===== src/rtl/spi_upcounter_ctrl.sv =====
// Decimal up-counter (0..CNT_MAX) sent as a cs_n-framed SPI write on every change; SPI_UPCNT_CHECKSUM_EN adds B2 = B0 ^ B1.
// Latency: count updates 1 clk after tick/clear; a frame starts 1 clk after pending is seen in IDLE.
// Backpressure: each byte waits for spi_tx_ready, then spi_done; one value is kept pending, and a newer one overwrites it and sets overrun.
module spi_upcounter_ctrl #(
  parameter int unsigned TICK_CYCLES = 10_000_000,
  parameter int unsigned CNT_MAX     = 9999,
  parameter int unsigned CS_SETUP    = 4,
  parameter int unsigned CS_HOLD     = 4
) (
  input  logic        clk,
  input  logic        reset,
  input  logic        run_en,
  input  logic        clear,
  output logic [13:0] count,
  output logic        cs_n,
  output logic        spi_start,
  output logic [7:0]  spi_tx_data,
  input  logic        spi_tx_ready,
  input  logic        spi_done,
  output logic        busy,
  output logic        overrun
);

  localparam int unsigned TW   = (TICK_CYCLES > 1) ? $clog2(TICK_CYCLES) : 1;
  localparam int unsigned WMAX = (CS_SETUP > CS_HOLD) ? CS_SETUP : CS_HOLD;
  localparam int unsigned WW   = (WMAX > 1) ? $clog2(WMAX) : 1;

`ifdef SPI_UPCNT_CHECKSUM_EN
  typedef enum logic [3:0] {IDLE, SETUP, SEND0, WAIT0, SEND1, WAIT1, SEND2, WAIT2, HOLD, GAP} state_t;
`else
  typedef enum logic [2:0] {IDLE, SETUP, SEND0, WAIT0, SEND1, WAIT1, HOLD, GAP} state_t;
`endif

  state_t        state_q;
  logic [TW-1:0] tick_q, tick_d;
  logic [13:0]   count_q, count_d;
  logic          pending_q, pending_d;
  logic          overrun_q, overrun_d;
  logic [13:0]   snap_q;
  logic [WW-1:0] wait_q;
  logic [7:0]    tx_q;
  logic          cs_n_q;
  logic          busy_q;
  logic          tick;
  logic          set_evt;
  logic          pend_take;
  logic [7:0]    b0, b1;

  assign tick      = run_en && (tick_q == TW'(TICK_CYCLES - 1));
  assign set_evt   = tick || clear;
  assign pend_take = (state_q == IDLE) && pending_q;
  assign b0        = {2'b00, snap_q[13:8]};
  assign b1        = snap_q[7:0];

  always_comb begin
    tick_d  = tick_q;
    count_d = count_q;
    if (clear) begin
      tick_d  = '0;
      count_d = '0;
    end else if (run_en) begin
      if (tick) begin
        tick_d  = '0;
        count_d = (count_q == 14'(CNT_MAX)) ? 14'd0 : count_q + 14'd1;
      end else begin
        tick_d = tick_q + TW'(1);
      end
    end
  end

  // A value taken by the FSM this cycle frees the slot, so a same-cycle update is not an overrun.
  always_comb begin
    pending_d = set_evt || (pending_q && !pend_take);
    overrun_d = overrun_q || (set_evt && pending_q && !pend_take);
  end

  always_ff @(posedge clk or negedge reset) begin
    if (!reset) begin
      tick_q    <= '0;
      count_q   <= '0;
      pending_q <= 1'b0;
      overrun_q <= 1'b0;
    end else begin
      tick_q    <= tick_d;
      count_q   <= count_d;
      pending_q <= pending_d;
      overrun_q <= overrun_d;
    end
  end

  always_ff @(posedge clk or negedge reset) begin
    if (!reset) begin
      state_q <= IDLE;
      wait_q  <= '0;
      snap_q  <= '0;
      tx_q    <= '0;
      cs_n_q  <= 1'b1;
      busy_q  <= 1'b0;
    end else begin
      case (state_q)
        IDLE: begin
          if (pending_q) begin
            state_q <= SETUP;
            snap_q  <= count_q;
            cs_n_q  <= 1'b0;
            busy_q  <= 1'b1;
            wait_q  <= '0;
          end
        end
        SETUP: begin
          if (wait_q == WW'(CS_SETUP - 1)) begin
            state_q <= SEND0;
            tx_q    <= b0;
          end else begin
            wait_q <= wait_q + WW'(1);
          end
        end
        SEND0: if (spi_tx_ready) state_q <= WAIT0;
        WAIT0: begin
          if (spi_done) begin
            state_q <= SEND1;
            tx_q    <= b1;
          end
        end
        SEND1: if (spi_tx_ready) state_q <= WAIT1;
        WAIT1: begin
          if (spi_done) begin
`ifdef SPI_UPCNT_CHECKSUM_EN
            state_q <= SEND2;
            tx_q    <= b0 ^ b1;
`else
            state_q <= HOLD;
            wait_q  <= '0;
`endif
          end
        end
`ifdef SPI_UPCNT_CHECKSUM_EN
        SEND2: if (spi_tx_ready) state_q <= WAIT2;
        WAIT2: begin
          if (spi_done) begin
            state_q <= HOLD;
            wait_q  <= '0;
          end
        end
`endif
        HOLD: begin
          if (wait_q == WW'(CS_HOLD - 1)) begin
            state_q <= GAP;
            cs_n_q  <= 1'b1;
          end else begin
            wait_q <= wait_q + WW'(1);
          end
        end
        GAP: begin
          state_q <= IDLE;
          busy_q  <= 1'b0;
        end
        default: begin
          state_q <= IDLE;
          cs_n_q  <= 1'b1;
          busy_q  <= 1'b0;
        end
      endcase
    end
  end

  // Start is gated by ready in the same cycle, so the FSM leaves SENDx on that edge and it cannot repeat.
`ifdef SPI_UPCNT_CHECKSUM_EN
  assign spi_start = spi_tx_ready &&
                     ((state_q == SEND0) || (state_q == SEND1) || (state_q == SEND2));
`else
  assign spi_start = spi_tx_ready && ((state_q == SEND0) || (state_q == SEND1));
`endif

  assign count       = count_q;
  assign cs_n        = cs_n_q;
  assign spi_tx_data = tx_q;
  assign busy        = busy_q;
  assign overrun     = overrun_q;

endmodule


===== config.mk =====
export PLATFORM = sky130hd
export DESIGN_NAME = spi_upcounter_ctrl
export DESIGN_NICKNAME = d
export VERILOG_FILES = /design/src/rtl/spi_upcounter_ctrl.sv
export SDC_FILE = /design/constraint.sdc
export NUM_CORES = 1
export LEC_CHECK = 0
export ABC_AREA = 1
export CORE_ASPECT_RATIO = 0.7
export CORE_MARGIN = 1
export CORE_UTILIZATION = 35
export DETAILED_ROUTE_END_ITERATION = 12
export DONT_BUFFER_PORTS = 1
export PLACE_DENSITY_LB_ADDON = 0.05
export SYNTH_ARGS = -nofsm -noshare
export SYNTH_HDL_FRONTEND = slang
export SYNTH_SLANG_ARGS = --single-unit

===== constraint.sdc =====
create_clock -name clk -period 1.6 [get_ports clk]
set_input_delay 0.32 -clock clk [delete_from_list [all_inputs] [get_ports clk]]
set_output_delay 0.32 -clock clk [all_outputs]
set_load 0.01 [all_outputs]

* Yosys cells after proc, flatten, opt, wreduce, memory -nomap -nowiden *
Cells that the tools add are included.

storage, ports and cells
  register bits after elaboration = 69
  logic and storage cells = 84

operators by class
  add/sub/neg operators = 3
  equality and inequality tests = 18
  muxes and demuxes = 27
  reductions and logical operators = 26

operators by type and width
  kind                     number
  $mux W24                 3
  $mux W14                 4
  $add A24 B1 Y24 const B  1
  $eq A24 B24 Y1 const B   1
  $pmux W3 S8              1
  $mux W3                  7
  $mux W8                  2
  $ne A2 B2 Y1 const B     8
  $pmux W8 S2              1
  $add A14 B1 Y14 const B  1
  $eq A14 B14 Y1 const B   1
  $eq A3 B3 Y1 const B     4
  $reduce_bool A2 Y1       5
  $reduce_and A7 Y1        1
  $eq A3 B2 Y1 const B     2
  $logic_and A1 B1 Y1      6
  $mux W2                  3
  $pmux W2 S3              1
  $reduce_and A2 Y1        3
  $reduce_and A3 Y1        2
  $logic_or A1 B1 Y1       4
  $pmux W1 S2              2
  $reduce_and A4 Y1        1
  $eq A3 B1 Y1 const B     1
  7 further kinds          9

* Logic depth before layout (Yosys ltp) *
  depth after elaboration = 6
  gate-level depth with buffers = 10
  mapped depth without buffers = 10

* Least setup slack after synthesis *
No wires, ideal clock.

  kind = reg2reg
  from = register tick_q[0]
  to = register count_q[6], in the netlist count[6]
  library setup time = 119 ps
  arrival time = 1403 ps
  required time = 1481 ps
  path slack = 78 ps
  stages on the path, launching flop included = 10
  path buffers = 1
  clock period less this slack = 1522 ps
  path through = dfrtp_1 -> ha_1 -> nand3_4 -> nor2_4 -> nand3_4 -> nor2_8 -> nor2_4 -> buf_6 -> nand2_2 -> nand2_1

between the ends
  cells in the longest elaborated chain, start to end = 4

RTL lines
  item                          RTL line  RTL
  start, declared               35        logic [TW-1:0] tick_q, tick_d;
  start signal, assigned        84        tick_q <= tick_d;
  $eq A24 B24 Y1                49        assign tick = run_en && (tick_q == TW'(TICK_CYCLES - 1));
  $logic_and A1 B1 Y1           49
  $reduce_bool A2 Y1 (no line)  -
  $reduce_and A2 Y1 (no line)   -
  end signal, assigned          85        count_q <= count_d;
  end, declared                 36        logic [13:0] count_q, count_d;

No other way between the ends.
A chain may end at the register's enable or synchronous reset.

* Worst setup path in the final report *
  from = register state_q[0]
  to = output port spi_start

between the ends
  cells in the longest elaborated chain, start to end = 3
  elaborated cells between the ends (all ways) = 4
  classes of those cells = 2 x eq/ne; 2 x reduce/logical

RTL lines
  item                                                 RTL line  RTL
  start, declared                                      34        state_t state_q;
  start signal, assigned                               93        state_q <= IDLE;
  start signal, assigned                               103       state_q <= SETUP;
  start signal, assigned                               112       state_q <= SEND0;
  $eq A3 B2 Y1 / $eq A3 B3 Y1 (equally long branches)  172       assign spi_start = spi_tx_ready && ((state_q == SEND0) || (state_q == SEND1));
  $logic_or A1 B1 Y1 (*)                               172
  $logic_and A1 B1 Y1 (*)                              172
  end, declared                                        16        output logic spi_start,

Mark *: on every way between the ends. The rest lies on a longest branch, timed or not.

==> results.sh <==
export IMPL_outcome="finished, violations left"
export IMPL_violations="negative hold slack"
export IMPL_setup_ws_ns=0.007388
export IMPL_multi_input_area_um2=2017
export IMPL_diodes=0
export IMPL_async_reset_ff_frac=1.000
export IMPL_drv_slew=0
export IMPL_cp_required_ns=1.28
export IMPL_static_leakage_power_nw=2.262
export IMPL_hold_path_class="in -> async"
export IMPL_dpl_worst_slack_ns=-0.1337
export IMPL_synth_seq_area_share=0.4518
export IMPL_r2r_start="tick_q[9]"
export IMPL_finClkSkew_ns=0.004837
export IMPL_nNetsFinal=580
export IMPL_worstSetupEndpointType="output pin"
export IMPL_drt_iter0_markers=207
export IMPL_synth_cells=510
export IMPL_track_usage=0.2047
export IMPL_n_fill_cell=1050
export IMPL_drt_total_wl_mm=11.00
export IMPL_cts_root_buf="clkbuf_16"
export IMPL_dp_hpwl_mm=7.883
export IMPL_grt_overflow_total=0
export IMPL_io_pins=32
export IMPL_die_w_um=126.9
export IMPL_synth_distinct_cells=35
export IMPL_tightestPinTransition_ns=0.3804
export IMPL_reg2regPathDepth=8
export IMPL_die_area_um2=11360
export IMPL_slew_headroom=0.7448
export IMPL_total_power_mw=5.633
export IMPL_timing_fmax_mhz=627.9
export IMPL_avgSynthCellArea_um2=7.500
export IMPL_crit_type="reg -> out"
export IMPL_cp_startpoint="state_q[0]"
export IMPL_grt_pass1_vias=3143
export IMPL_drcViolationCount=0
export IMPL_clkTransAtPathRegs_ns=0.06
export IMPL_yosysTopAreaCell="dfrtp_1"
export IMPL_drtPass1Iterations=4
export IMPL_antenna_left=0
export IMPL_worstPathArrival_ns=1.27
export IMPL_synth_main_ff_cell="dfrtp_1"
export IMPL_vias=3489
export IMPL_insertion_delay_ns=0.34
export IMPL_path_cells="buf_6, nor2_4, nand2_4, a21oi_4"
export IMPL_ys_ff_latch=69
export IMPL_core_area_um2=10470
export IMPL_start_kind="flop"
export IMPL_start_util=0.3652
export IMPL_fin_tns_setup_ns=0
export IMPL_fp_dieH_um=89.47
export IMPL_rows=31
export IMPL_io_buffers=0
export IMPL_clockBufferDepth=2
export IMPL_ff_latch_area_um2=1734
export IMPL_gp_congestion=0.8585
export IMPL_syn_nets=519
export IMPL_final_area_um2=4950
export IMPL_netlist_area_um2=3825
export IMPL_hold_viol=69
export IMPL_cts_tree="done"
export IMPL_cts_max_level=3
export IMPL_critPathMaxFanout=3
export IMPL_synth_edf_count=0
export IMPL_drive_gt1_frac=0.2309
export IMPL_final_core_util=0.4726
export IMPL_ir_drop_mv=0.5155
export IMPL_drv_cap=0
export IMPL_synth_top_area_frac=0.4449
export IMPL_rsz0062_at_grt="yes"
export IMPL_cts_buffers=9
export IMPL_crit_slowest_cell="dfrtp_1"
export IMPL_area_growth_syn_to_layout_pct=29.41
export IMPL_grt_start_max_net_pins=70
export IMPL_cts_sinks=69
export IMPL_slowest_delay_ns=0.41
export IMPL_vias_per_cell=4.928
export IMPL_routedWlPerCell_um=15.54
export IMPL_fin_crit_ns=1.593
export IMPL_grt_antenna_before_repair=0
export IMPL_synth_area_leaders="dfrtp_1 (44%), nand2_1 (14%), nor2_1 (8.1%), nand3_1 (5.8%), inv_1 (4.8%)"
export IMPL_placed_cell_area_um2=4340
export IMPL_hold_ws_ns=-0.3280
export IMPL_ys_warn_count=0
export IMPL_finalCritPeriodShare=0.9954
export IMPL_grt_first_pass_wirelength_mm=17.33
export IMPL_powerDensity_nw_per_um2=1138
export IMPL_setup_viol=0
cell usage in the layout, fill, tap and decap left out, drive strengths merged:
cell | Yosys | routed
nand2 | 150 | 150
buf | 7 | 59
dfstp | 1 | 1
ha | 3 | 3
nor2 | 91 | 91
nand3b | 2 | 2
nor3 | 12 | 12
inv | 50 | 51
o21bai | 3 | 3
o211ai | 1 | 1
a21oi | 8 | 8
clkinv | 1 | 4
nand3 | 46 | 46
o21ai | 23 | 23
clkbuf | 3 | 11
o22ai | 2 | 2
bufinv | 0 | 2
xor2 | 12 | 12
nand4 | 19 | 19
a31oi | 5 | 5
xnor2 | 2 | 2
o21a | 1 | 1
dfrtp | 68 | 68
routing by layer:
layer  vias up  track usage  routed length (µm)
li1       1771            -                   -
met1      1634       0.3201                6196
met2        74       0.2547                4055
met3        10      0.06164                 614
met4         0      0.07143                 137
met5         -            0                   0
path summary, 6_finish.rpt:
path | to | slack (ns)
min in group clk | count[7] | 0.12
min | tick_q[14] | -0.33
max | spi_start | 0.007
max reg2reg | tick_q[5] | 0.04
min reg2reg | wait_q[1] | 0.48
max in group asynchronous | cs_n | 1.72
timing repair:
item                       CTS  global route
pin swaps                    2            16
gates cloned                 0             1
setup endpoints to repair   24            36
hold endpoints to repair    69            69
setup buffers                3             5
resized for setup            6            47
power breakdown:
| part | switching (mW) | internal [mW] |
|---|---|---|
| Combinational | 0.747 | 0.482 |
| Clock | 0.816 | 1.42 |
| Sequential | 0.210 | 1.96 |
| Total | 1.77 | 3.86 |
synth_stat cells, types with 2 or more instances:
cell        n
a21oi_1     8
a31oi_1     5
buf_2       4
buf_4       2
clkbuf_1    3
dfrtp_1    68
ha_1        3
inv_1      49
nand2_1   140
nand2_2    10
nand3_1    44
nand3_4     2
nand4_1    19
nor2_1     83
nor2_2      4
nor2_4      3
nor3_1     11
o21ai_0    21
o21bai_1    2
o22ai_1     2
xnor2_1     2
xor2_1     12
final cells by class:
class,count,share of cell area
inverter,51,0.03868
clock buffer,10,0.04828
timing repair buffer,60,0.1026
multi-input combinational,380,0.4075
clock inverter,6,0.01921
sequential,69,0.3504
tap,132,0.03337
logic make-up after synthesis:
| logic type | share of synthesized area |
|---|---|
| AND/OR/NAND/NOR | 0.3755 |
| flip-flops | 0.4518 |
| buffers and inverters | 0.06509 |
| AO/OA/AOI/OAI | 0.06575 |
| XOR/XNOR | 0.03206 |
| adder cells (fa/ha/maj) | 0.009815 |
registers in the layout, summed over array words and instances, names as in the netlist, 2 cells and up:
signal and flops:
spi_tx_data 8, snap_q 14, count 14, state_q 3
wait_q 2, tick_q 24
stage by stage:
| step | cells | hold WS, ns |
|---|---|---|
| global placement | 683 | 0.02729 |
| floorplan | 510 | 0.02441 |
| finish | 708 | -0.3280 |
| global route | 708 | -0.3428 |
| CTS | 702 | -0.3425 |
| detailed placement | 683 | 0.02660 |
worst max-delay path, delay by kind of cell, from the launching register on:
family / cells / cell delay, ns
AOI/OAI and AO/OA: 1 / 0.17
buffers and inverters: 1 / 0.14
DFF: 1 / 0.41
and+or+nand+nor: 2 / 0.21
Note: power is estimated with default switching activity, not from simulation.
